File: config.mk
export PLATFORM = sky130hd
export DESIGN_NAME = dram_arb
export DESIGN_NICKNAME = d
export VERILOG_FILES = /design/src/rtl/dram_arb_pkg.sv /design/src/rtl/dram_arb_pick.sv /design/src/rtl/dram_arb.sv
export SDC_FILE = /design/constraint.sdc
export NUM_CORES = 1
export LEC_CHECK = 0
export CAP_MARGIN = 0
export CORE_ASPECT_RATIO = 0.9
export CORE_MARGIN = 5
export CORE_UTILIZATION = 24
export CTS_CLUSTER_DIAMETER = 60
export DETAILED_ROUTE_END_ITERATION = 10
export PLACE_DENSITY = 0.83
export SYNTH_ARGS = -nofsm -noshare
export SYNTH_HDL_FRONTEND = slang
export SYNTH_SLANG_ARGS = --single-unit
File: constraint.sdc
create_clock -name clk -period 1.7 [get_ports clk]
set_input_delay 0.34 -clock clk [delete_from_list [all_inputs] [get_ports clk]]
set_output_delay 0.34 -clock clk [all_outputs]
set_load 0.05 [all_outputs]
File: src/rtl/dram_arb_pkg.sv
// Shared definitions for the two-port RAM arbiter: FSM state encoding and
// default address/data widths.
package dram_arb_pkg;

  localparam int unsigned DEF_ADDR_W = 8;
  localparam int unsigned DEF_DATA_W = 8;

  // IDLE arbitrates between requesters; OWNn keeps requester n in control.
  typedef enum logic [1:0] {
    IDLE = 2'd0,
    OWN0 = 2'd1,
    OWN1 = 2'd2
  } arb_state_t;

  // Index of a granted requester from a one-hot grant vector.
  function automatic logic gnt_idx(input logic [1:0] gnt);
    return gnt[1];
  endfunction

endpackage

File: src/rtl/dram_arb_pick.sv
// Two-way combinational picker: on contention the favoured requester wins,
// otherwise the only requester present wins. Grant is one-hot or zero.
module dram_arb_pick (
  input  logic [1:0] req,
  input  logic       fav,
  output logic [1:0] gnt
);

  // Resolve the request pair into a one-hot grant.
  always_comb begin
    gnt = 2'b00;
    unique case (req)
      2'b01:   gnt = 2'b01;
      2'b10:   gnt = 2'b10;
      2'b11:   gnt = fav ? 2'b10 : 2'b01;
      default: gnt = 2'b00;
    endcase
  end

endmodule

File: src/rtl/dram_arb.sv
// Arbiter sharing one simple dual-port RAM between two requesters.
// Grants are combinational and the access issues in the grant cycle; read
// data returns one cycle later straight from ram_dout with a per-requester
// rvalid. A requester may lock ownership across consecutive grants.
// Build option: DRAM_ARB_RR_EN selects round-robin IDLE arbitration using a
// last-grant register; when undefined, requester 0 has fixed priority.
module dram_arb
  import dram_arb_pkg::*;
#(
  parameter int ADDR_W = DEF_ADDR_W,
  parameter int DATA_W = DEF_DATA_W
) (
  input  logic              clk,
  input  logic              rst_n,
  input  logic              req0,
  input  logic              req1,
  input  logic              we0,
  input  logic              we1,
  input  logic              lock0,
  input  logic              lock1,
  input  logic [ADDR_W-1:0] addr0,
  input  logic [ADDR_W-1:0] addr1,
  input  logic [DATA_W-1:0] wdata0,
  input  logic [DATA_W-1:0] wdata1,
  output logic              gnt0,
  output logic              gnt1,
  output logic              rvalid0,
  output logic              rvalid1,
  output logic [DATA_W-1:0] rdata,
  output logic              ram_w_en,
  output logic [ADDR_W-1:0] ram_w_addr,
  output logic [DATA_W-1:0] ram_din,
  output logic              ram_r_en,
  output logic [ADDR_W-1:0] ram_r_addr,
  input  logic [DATA_W-1:0] ram_dout
);

  arb_state_t  state;
  logic [1:0]  pick_gnt;
  logic [1:0]  gnt;
  logic        fav;
  logic        sel_we;
  logic [ADDR_W-1:0] sel_addr;
  logic [DATA_W-1:0] sel_wdata;

`ifdef DRAM_ARB_RR_EN
  // Index of the most recently granted requester; reset favours requester 0.
  logic last_gnt;

  assign fav = ~last_gnt;

  // Track the last grant on every granted cycle, owned or not.
  always_ff @(posedge clk or negedge rst_n) begin
    if (!rst_n) begin
      last_gnt <= 1'b1;
    end else if (gnt != 2'b00) begin
      last_gnt <= gnt_idx(gnt);
    end
  end
`else
  assign fav = 1'b0;
`endif

  dram_arb_pick u_pick (
    .req (({req1, req0})),
    .fav (fav),
    .gnt (pick_gnt)
  );

  // Grant selection: picker in IDLE, owner only while locked; none in reset.
  always_comb begin
    gnt = 2'b00;
    if (rst_n) begin
      unique case (state)
        IDLE:    gnt = pick_gnt;
        OWN0:    gnt = {1'b0, req0};
        OWN1:    gnt = {req1, 1'b0};
        default: gnt = 2'b00;
      endcase
    end
  end

  assign gnt0 = gnt[0];
  assign gnt1 = gnt[1];

  // Mux the granted requester's command fields.
  always_comb begin
    sel_we    = 1'b0;
    sel_addr  = '0;
    sel_wdata = '0;
    if (gnt[0]) begin
      sel_we    = we0;
      sel_addr  = addr0;
      sel_wdata = wdata0;
    end else if (gnt[1]) begin
      sel_we    = we1;
      sel_addr  = addr1;
      sel_wdata = wdata1;
    end
  end

  // Drive the RAM ports; unused fields are held at zero.
  always_comb begin
    ram_w_en   = 1'b0;
    ram_r_en   = 1'b0;
    ram_w_addr = '0;
    ram_r_addr = '0;
    ram_din    = '0;
    if (gnt != 2'b00) begin
      if (sel_we) begin
        ram_w_en   = 1'b1;
        ram_w_addr = sel_addr;
        ram_din    = sel_wdata;
      end else begin
        ram_r_en   = 1'b1;
        ram_r_addr = sel_addr;
      end
    end
  end

  assign rdata = ram_dout;

  // Ownership FSM plus registered read-valid flags.
  always_ff @(posedge clk or negedge rst_n) begin
    if (!rst_n) begin
      state   <= IDLE;
      rvalid0 <= 1'b0;
      rvalid1 <= 1'b0;
    end else begin
      rvalid0 <= gnt[0] & ~we0;
      rvalid1 <= gnt[1] & ~we1;
      unique case (state)
        IDLE: begin
          if (gnt[0] && lock0) begin
            state <= OWN0;
          end else if (gnt[1] && lock1) begin
            state <= OWN1;
          end
        end
        // While owned, a present request is always granted, so dropping
        // either req or lock releases ownership.
        OWN0: begin
          if (!req0 || !lock0) begin
            state <= IDLE;
          end
        end
        OWN1: begin
          if (!req1 || !lock1) begin
            state <= IDLE;
          end
        end
        default: state <= IDLE;
      endcase
    end
  end

endmodule

Yosys cells after proc, flatten, opt, wreduce, memory -nomap -nowiden --
Index checks and enable logic that the tools add are counted.
Word-level totals: register bits 4, input port bits 48, output and inout port bits 38, logic and storage cells 51
Operators by class: equality and inequality tests 8, mux-type cells 24, bitwise gates (word level) 4, reduce and logical (&&, ||, !) cells 12
Operators with widths (count):
- 8-bit two-way mux | 10
- 2-bit one-hot mux with 3 select lines | 2
- 2-bit two-way mux | 5
- 2-bit == test, second input constant | 3
- 1-bit two-way mux | 6
- 2-bit by 1-bit == test with 1-bit output, second input constant | 2
- 1-bit logical NOT | 4
- 2-bit != test, second input constant | 2
- 2-bit one-hot mux with 2 select lines | 1
- 3-bit != test, second input constant | 1
- 3-bit AND reduction | 1
- 1-bit AND | 2
- 1-bit logical AND | 2
- 2-bit logical NOT | 1
- 1-bit logical OR | 2
- 1-bit inverter | 2
- 2-bit nonzero test | 1
- 2-bit OR reduction | 1

Longest topological paths before layout --
depth in word-level cells 9, gate-level depth with buffers 6, gate-level depth less buffers 3

By module --
From an unflattened synthesis, not the netlist that was laid out.
Second synthesis, totals: cell total of the unflattened synthesis 69, area total of the unflattened synthesis 680.7 µm²
By module, submodules not included:
- dram_arb | times used 1, cells each 66, area each 661.9 µm², sequential area each 100.1 µm²
- dram_arb_pick | times used 1, cells each 3, area each 18.8 µm², sequential area each 0.0 µm²

Least setup slack after synthesis --
Ideal clock, no wire load.
path type input -> output, start in req0, end out ram_r_addr[0], arrival time 1.839 ns, required time 1.360 ns, slack -0.479 ns, stages on the path 6, buffers on the path 3, path through and3b_1 buf_6 and2_4 buf_6 buf_6 a21oi_1
Between the ends: elaborated cells on any way between the ends 14, those cells by class 3 x eq/ne; 9 x mux; 2 x reduce/logical
RTL lines:
- from (decl) | line dram_arb.sv:15 | input logic req0,
- 2-bit by 1-bit == test with 1-bit output / 2-bit == test (equally long branches) | line dram_arb_pick.sv:12 | unique case (req)
- 2-bit OR reduction (no source line)
- 2-bit one-hot mux with 2 select lines | line dram_arb_pick.sv:12
- 2-bit one-hot mux with 3 select lines (*) | line dram_arb.sv:74 | unique case (state)
- 2-bit two-way mux (*) | line dram_arb.sv:73 | if (rst_n) begin
- via gnt0 | line dram_arb.sv:25 | output logic gnt0,
- 8-bit two-way mux / 1-bit two-way mux (equally long branches) | line dram_arb.sv:91 | if (gnt[0]) begin
- 8-bit two-way mux | line dram_arb.sv:110 | if (sel_we) begin
- 8-bit two-way mux (*) | line dram_arb.sv:109 | if (gnt != 2'b00) begin
- to (decl) | line dram_arb.sv:34 | output logic [ADDR_W-1:0] ram_r_addr,
Mark *: on every way through the listed nets, which the timed path passes. The rest lies on a longest branch.

Worst setup path in the final report --
start reg state[1], end out ram_w_en
Between the ends: longest elaborated chain between the ends 7, elaborated cells on any way between the ends 10, those cells by class 2 x eq/ne; 6 x mux; 2 x reduce/logical
RTL lines:
- from (decl) | line dram_arb.sv:38 | arb_state_t state;
- from (signal assigned) | line dram_arb.sv:126 | state <= IDLE;
- from (signal assigned) | line dram_arb.sv:135 | state <= OWN0;
- from (signal assigned) | line dram_arb.sv:137 | state <= OWN1;
- 2-bit == test (tied with other cells) | line dram_arb.sv:74
- 2-bit one-hot mux with 3 select lines (*) | line dram_arb.sv:74
- 2-bit two-way mux (*) | line dram_arb.sv:73
- 1-bit two-way mux | line dram_arb.sv:95 | end else if (gnt[1]) begin
- 1-bit two-way mux | line dram_arb.sv:91
- 1-bit two-way mux | line dram_arb.sv:110
- 1-bit two-way mux (*) | line dram_arb.sv:109
- to (decl) | line dram_arb.sv:30 | output logic ram_w_en,
Mark *: on every way between the ends. The rest lies on a longest branch, timed or not.

==> metrics.md <==
| Metric | Value |
|---|---|
| Clock-pin slew on the worst setup and hold paths | 0.04 ns |
| Total track usage | 21.29% |
| P_leak | 0.9102 nW |
| Synthesized flop and latch total | 4 |
| CTS sink cnt | 4 |
| Nets@finish | 214 |
| CP Cell Sequence | nand2b_4 > and4_4 > buf_12 > buf_12 > or2_4 > buf_12 |
| Peak supply drop | 0.0004604 V |
| WL per Instance | 21.13 um |
| Detail Placement HPWL | 2512 um |
| Main synth FF type | dfrtp_1 |
| Worst Path Buf+Inv | 3 |
| Site Rows | 17 |
| Die H | 58.39 um |
| Initial Utilization | 25.30% |
| CTS Root Cell | clkbuf_4 |
| Hold slack final | 0.2662 ns |
| Critical Path AT | 1.62 ns |
| CP Launch Type | flop |
| Gr ovfl total | 0 |
| Core Box Area | 2467 um^2 |
| Fin Clk Skew | 0.0001260 ns |
| Vias in the first global route | 1258 |
| Distinct cells, synth | 24 |
| Layout area overhead | 231.1% |
| Die area | 3723 um^2 |
| Cell count after placement | 177 |
| Num CTS Buffers | 3 |
| Mean Syn Cell Area | 7.708 um^2 |
| FFs w/ async S/R, synth | 100.0% |
| Fin cells | 192 |
| CTS tree | yes |
| CP most frequent cell | buf_12 |
| DRT Pass-1 Iters | 4 |
| Routed Antenna Nets | 0 |
| Clock Path Buffers | 2 |
| Failing checks | negative setup slack |
| DRT iter0 DRCs | 40 |
| Number of top-level pins | 86 |
| Synth warn | 0 |
| First-pass GRT wire length | 6182 um |
| Synth Instances | 81 |
| Seq/Total Area, Yosys | 16.03% |
| Kind of cell adding the most delay to the critical path | simple AND/OR/NAND/NOR gates |
| Power Dens Cells | 387.3 nW/um^2 |
| # diodes | 0 |
| Critical Path RT | 1.36 ns |
| Setup TNS | -5.190 ns |
| Max cap viols | 0 |
| Tightest Hold Check Type | in2async |
| I/O Buffers | 69 |
| Largest net degree at the start of global routing | 9 |
| Die X | 63.77 um |
| Worst-path maximum fanout | 6 |
| Syn nets | 129 |
| Worst skew pair latency | 0.24 ns |
| DP Worst Slack | -0.4757 ns |
| Relative slew slack | 85.78% |
| Final GP Congestion | 0.7067 |
| Via count | 1081 |
| Min Tclk post-route | 1.961 ns |
| Util after Layout | 83.77% |
| Worst Setup End Kind | primary output |
| Setup violations, final | 26 |
| Crit path kind | reg2out |
| Tcrit/Tclk final | 115.4% |
| Final WL | 4056 um |
| Run status | finished with violations |
| Worst setup margin | -0.2613 ns |
| Pin slew with the least headroom to its limit | 0.2134 ns |
| Synth Cell Area | 624.3 um^2 |
| Final hold vios | 0 |
| Initial antenna violation count | 0 |
| Layout cells sized above 1 | 62.20% |
| H-tree depth | 1 |
| Max Fclk | 509.9 MHz |
| Final-report max-slew violation count | 0 |
| RSZ-0062 raised after global routing | true |
| Post-synth EDFFs | 0 |
| Worst path slowest cell | dfrtp_1 |
| DRC Markers | 0 |
| Worst path max stage delay | 0.39 ns |
| Vias/cell | 5.630 |
## timing repair
item / 4_1_cts / 5_1_grt
gates cloned: 4 / 0
resized for setup: 54 / 8
setup buffers: 8 / 0
setup endpoints to repair: 28 / 28
pin swaps: 17 / 7
hold buffers: 0 / 0
## worst reg2reg max path: cells and delay by family, from the launching register on
family / cells / cell delay, ns
buffers and inverters: 2 / 0.21
flip-flops: 1 / 0.42
AND/OR/NAND/NOR: 2 / 0.38
## layer usage
| metal | GRT usage (%) | vias up | share of wire [%] |
|---|---|---|---|
| met5 | 0 | - | 0 |
| met3 | 5.534 | 21 | 7.4 |
| met4 | 13.65 | 0 | 5.3 |
| met1 | 21.93 | 532 | 34 |
| met2 | 38.41 | 64 | 54 |
| li1 | - | 464 | - |
## cell type report
type | instances | area (um^2)
clock buffer | 3 | 22.52
fill | 129 | 400.4
inverter | 1 | 3.754
multi-input combinational | 62 | 699.4
sequential | 4 | 100.1
tap | 28 | 35.03
timing repair buffer | 94 | 1206
## state kept, by name (all words and copies together), names as in the netlist
name     count
state        2
rvalid1      1
rvalid0      1
## cells in the final DEF (no fill, tap or decap), types with 3 or more instances in the layout
master           instances
buf_12                  26
nor2b_1                  6
nand4_1                  7
buf_6                    9
clkbuf_4                 3
a22o_2                   3
a21oi_4                  7
buf_4                   15
dfrtp_1                  4
a22o_4                  14
nand2_2                  4
buf_8                    4
and2_4                   4
dlygate4sd2_1            5
nand2_4                  3
clkdlybuf4s50_1         32
## power by group
part           leakage (nW)  internal [mW]  switching, mW
clock                0.0138         0.0793         0.0442
combinational         0.842          0.302          0.273
sequential           0.0544         0.0991        0.00270
## stage by stage
step	instance area, um^2	power (mW)
after floorplan	777.0	0.3746
after global placement	1720	0.5790
after detailed placement	1720	0.5881
after CTS	2046	0.7812
after global routing	2067	0.8275
final	2067	0.8005
## Yosys cell counts, drive strengths merged, types with 2 or more instances
cell	count	area (um^2)
nor2b	8	50.05
a21oi	7	35.03
clkbuf	3	12.51
nand2	7	26.28
and3	2	12.51
dfrtp	4	100.1
a22o	17	148.9
buf	14	115.1
nand4	7	43.79
or2	2	12.52
## kinds of logic after synthesis
logic type	share of synthesized area, %
DFF	16.03
AOI/OAI and AO/OA	31.46
and+or+nand+nor	31.46
buffers and inverters	21.04
## final timing paths
| kind | from | cells after the start | end | slack, ns |
|---|---|---|---|---|
| max | state[1]$_DFFE_PN0P_ | 6 | ram_w_en | -0.26 |
| min | rst_n | 3 | rvalid0$_DFF_PN0_ | 0.27 |
| max reg2reg | state[0]$_DFFE_PN0P_ | 4 | rvalid1$_DFF_PN0_ | 0.61 |
| min reg2reg | state[0]$_DFFE_PN0P_ | 2 | state[0]$_DFFE_PN0P_ | 0.65 |
| max in group asynchronous | rst_n | 3 | state[1]$_DFFE_PN0P_ | 1.28 |
| min in group clk | state[0]$_DFFE_PN0P_ | 2 | state[0]$_DFFE_PN0P_ | 0.65 |
No activity file was read; power rests on OpenSTA's default activity.
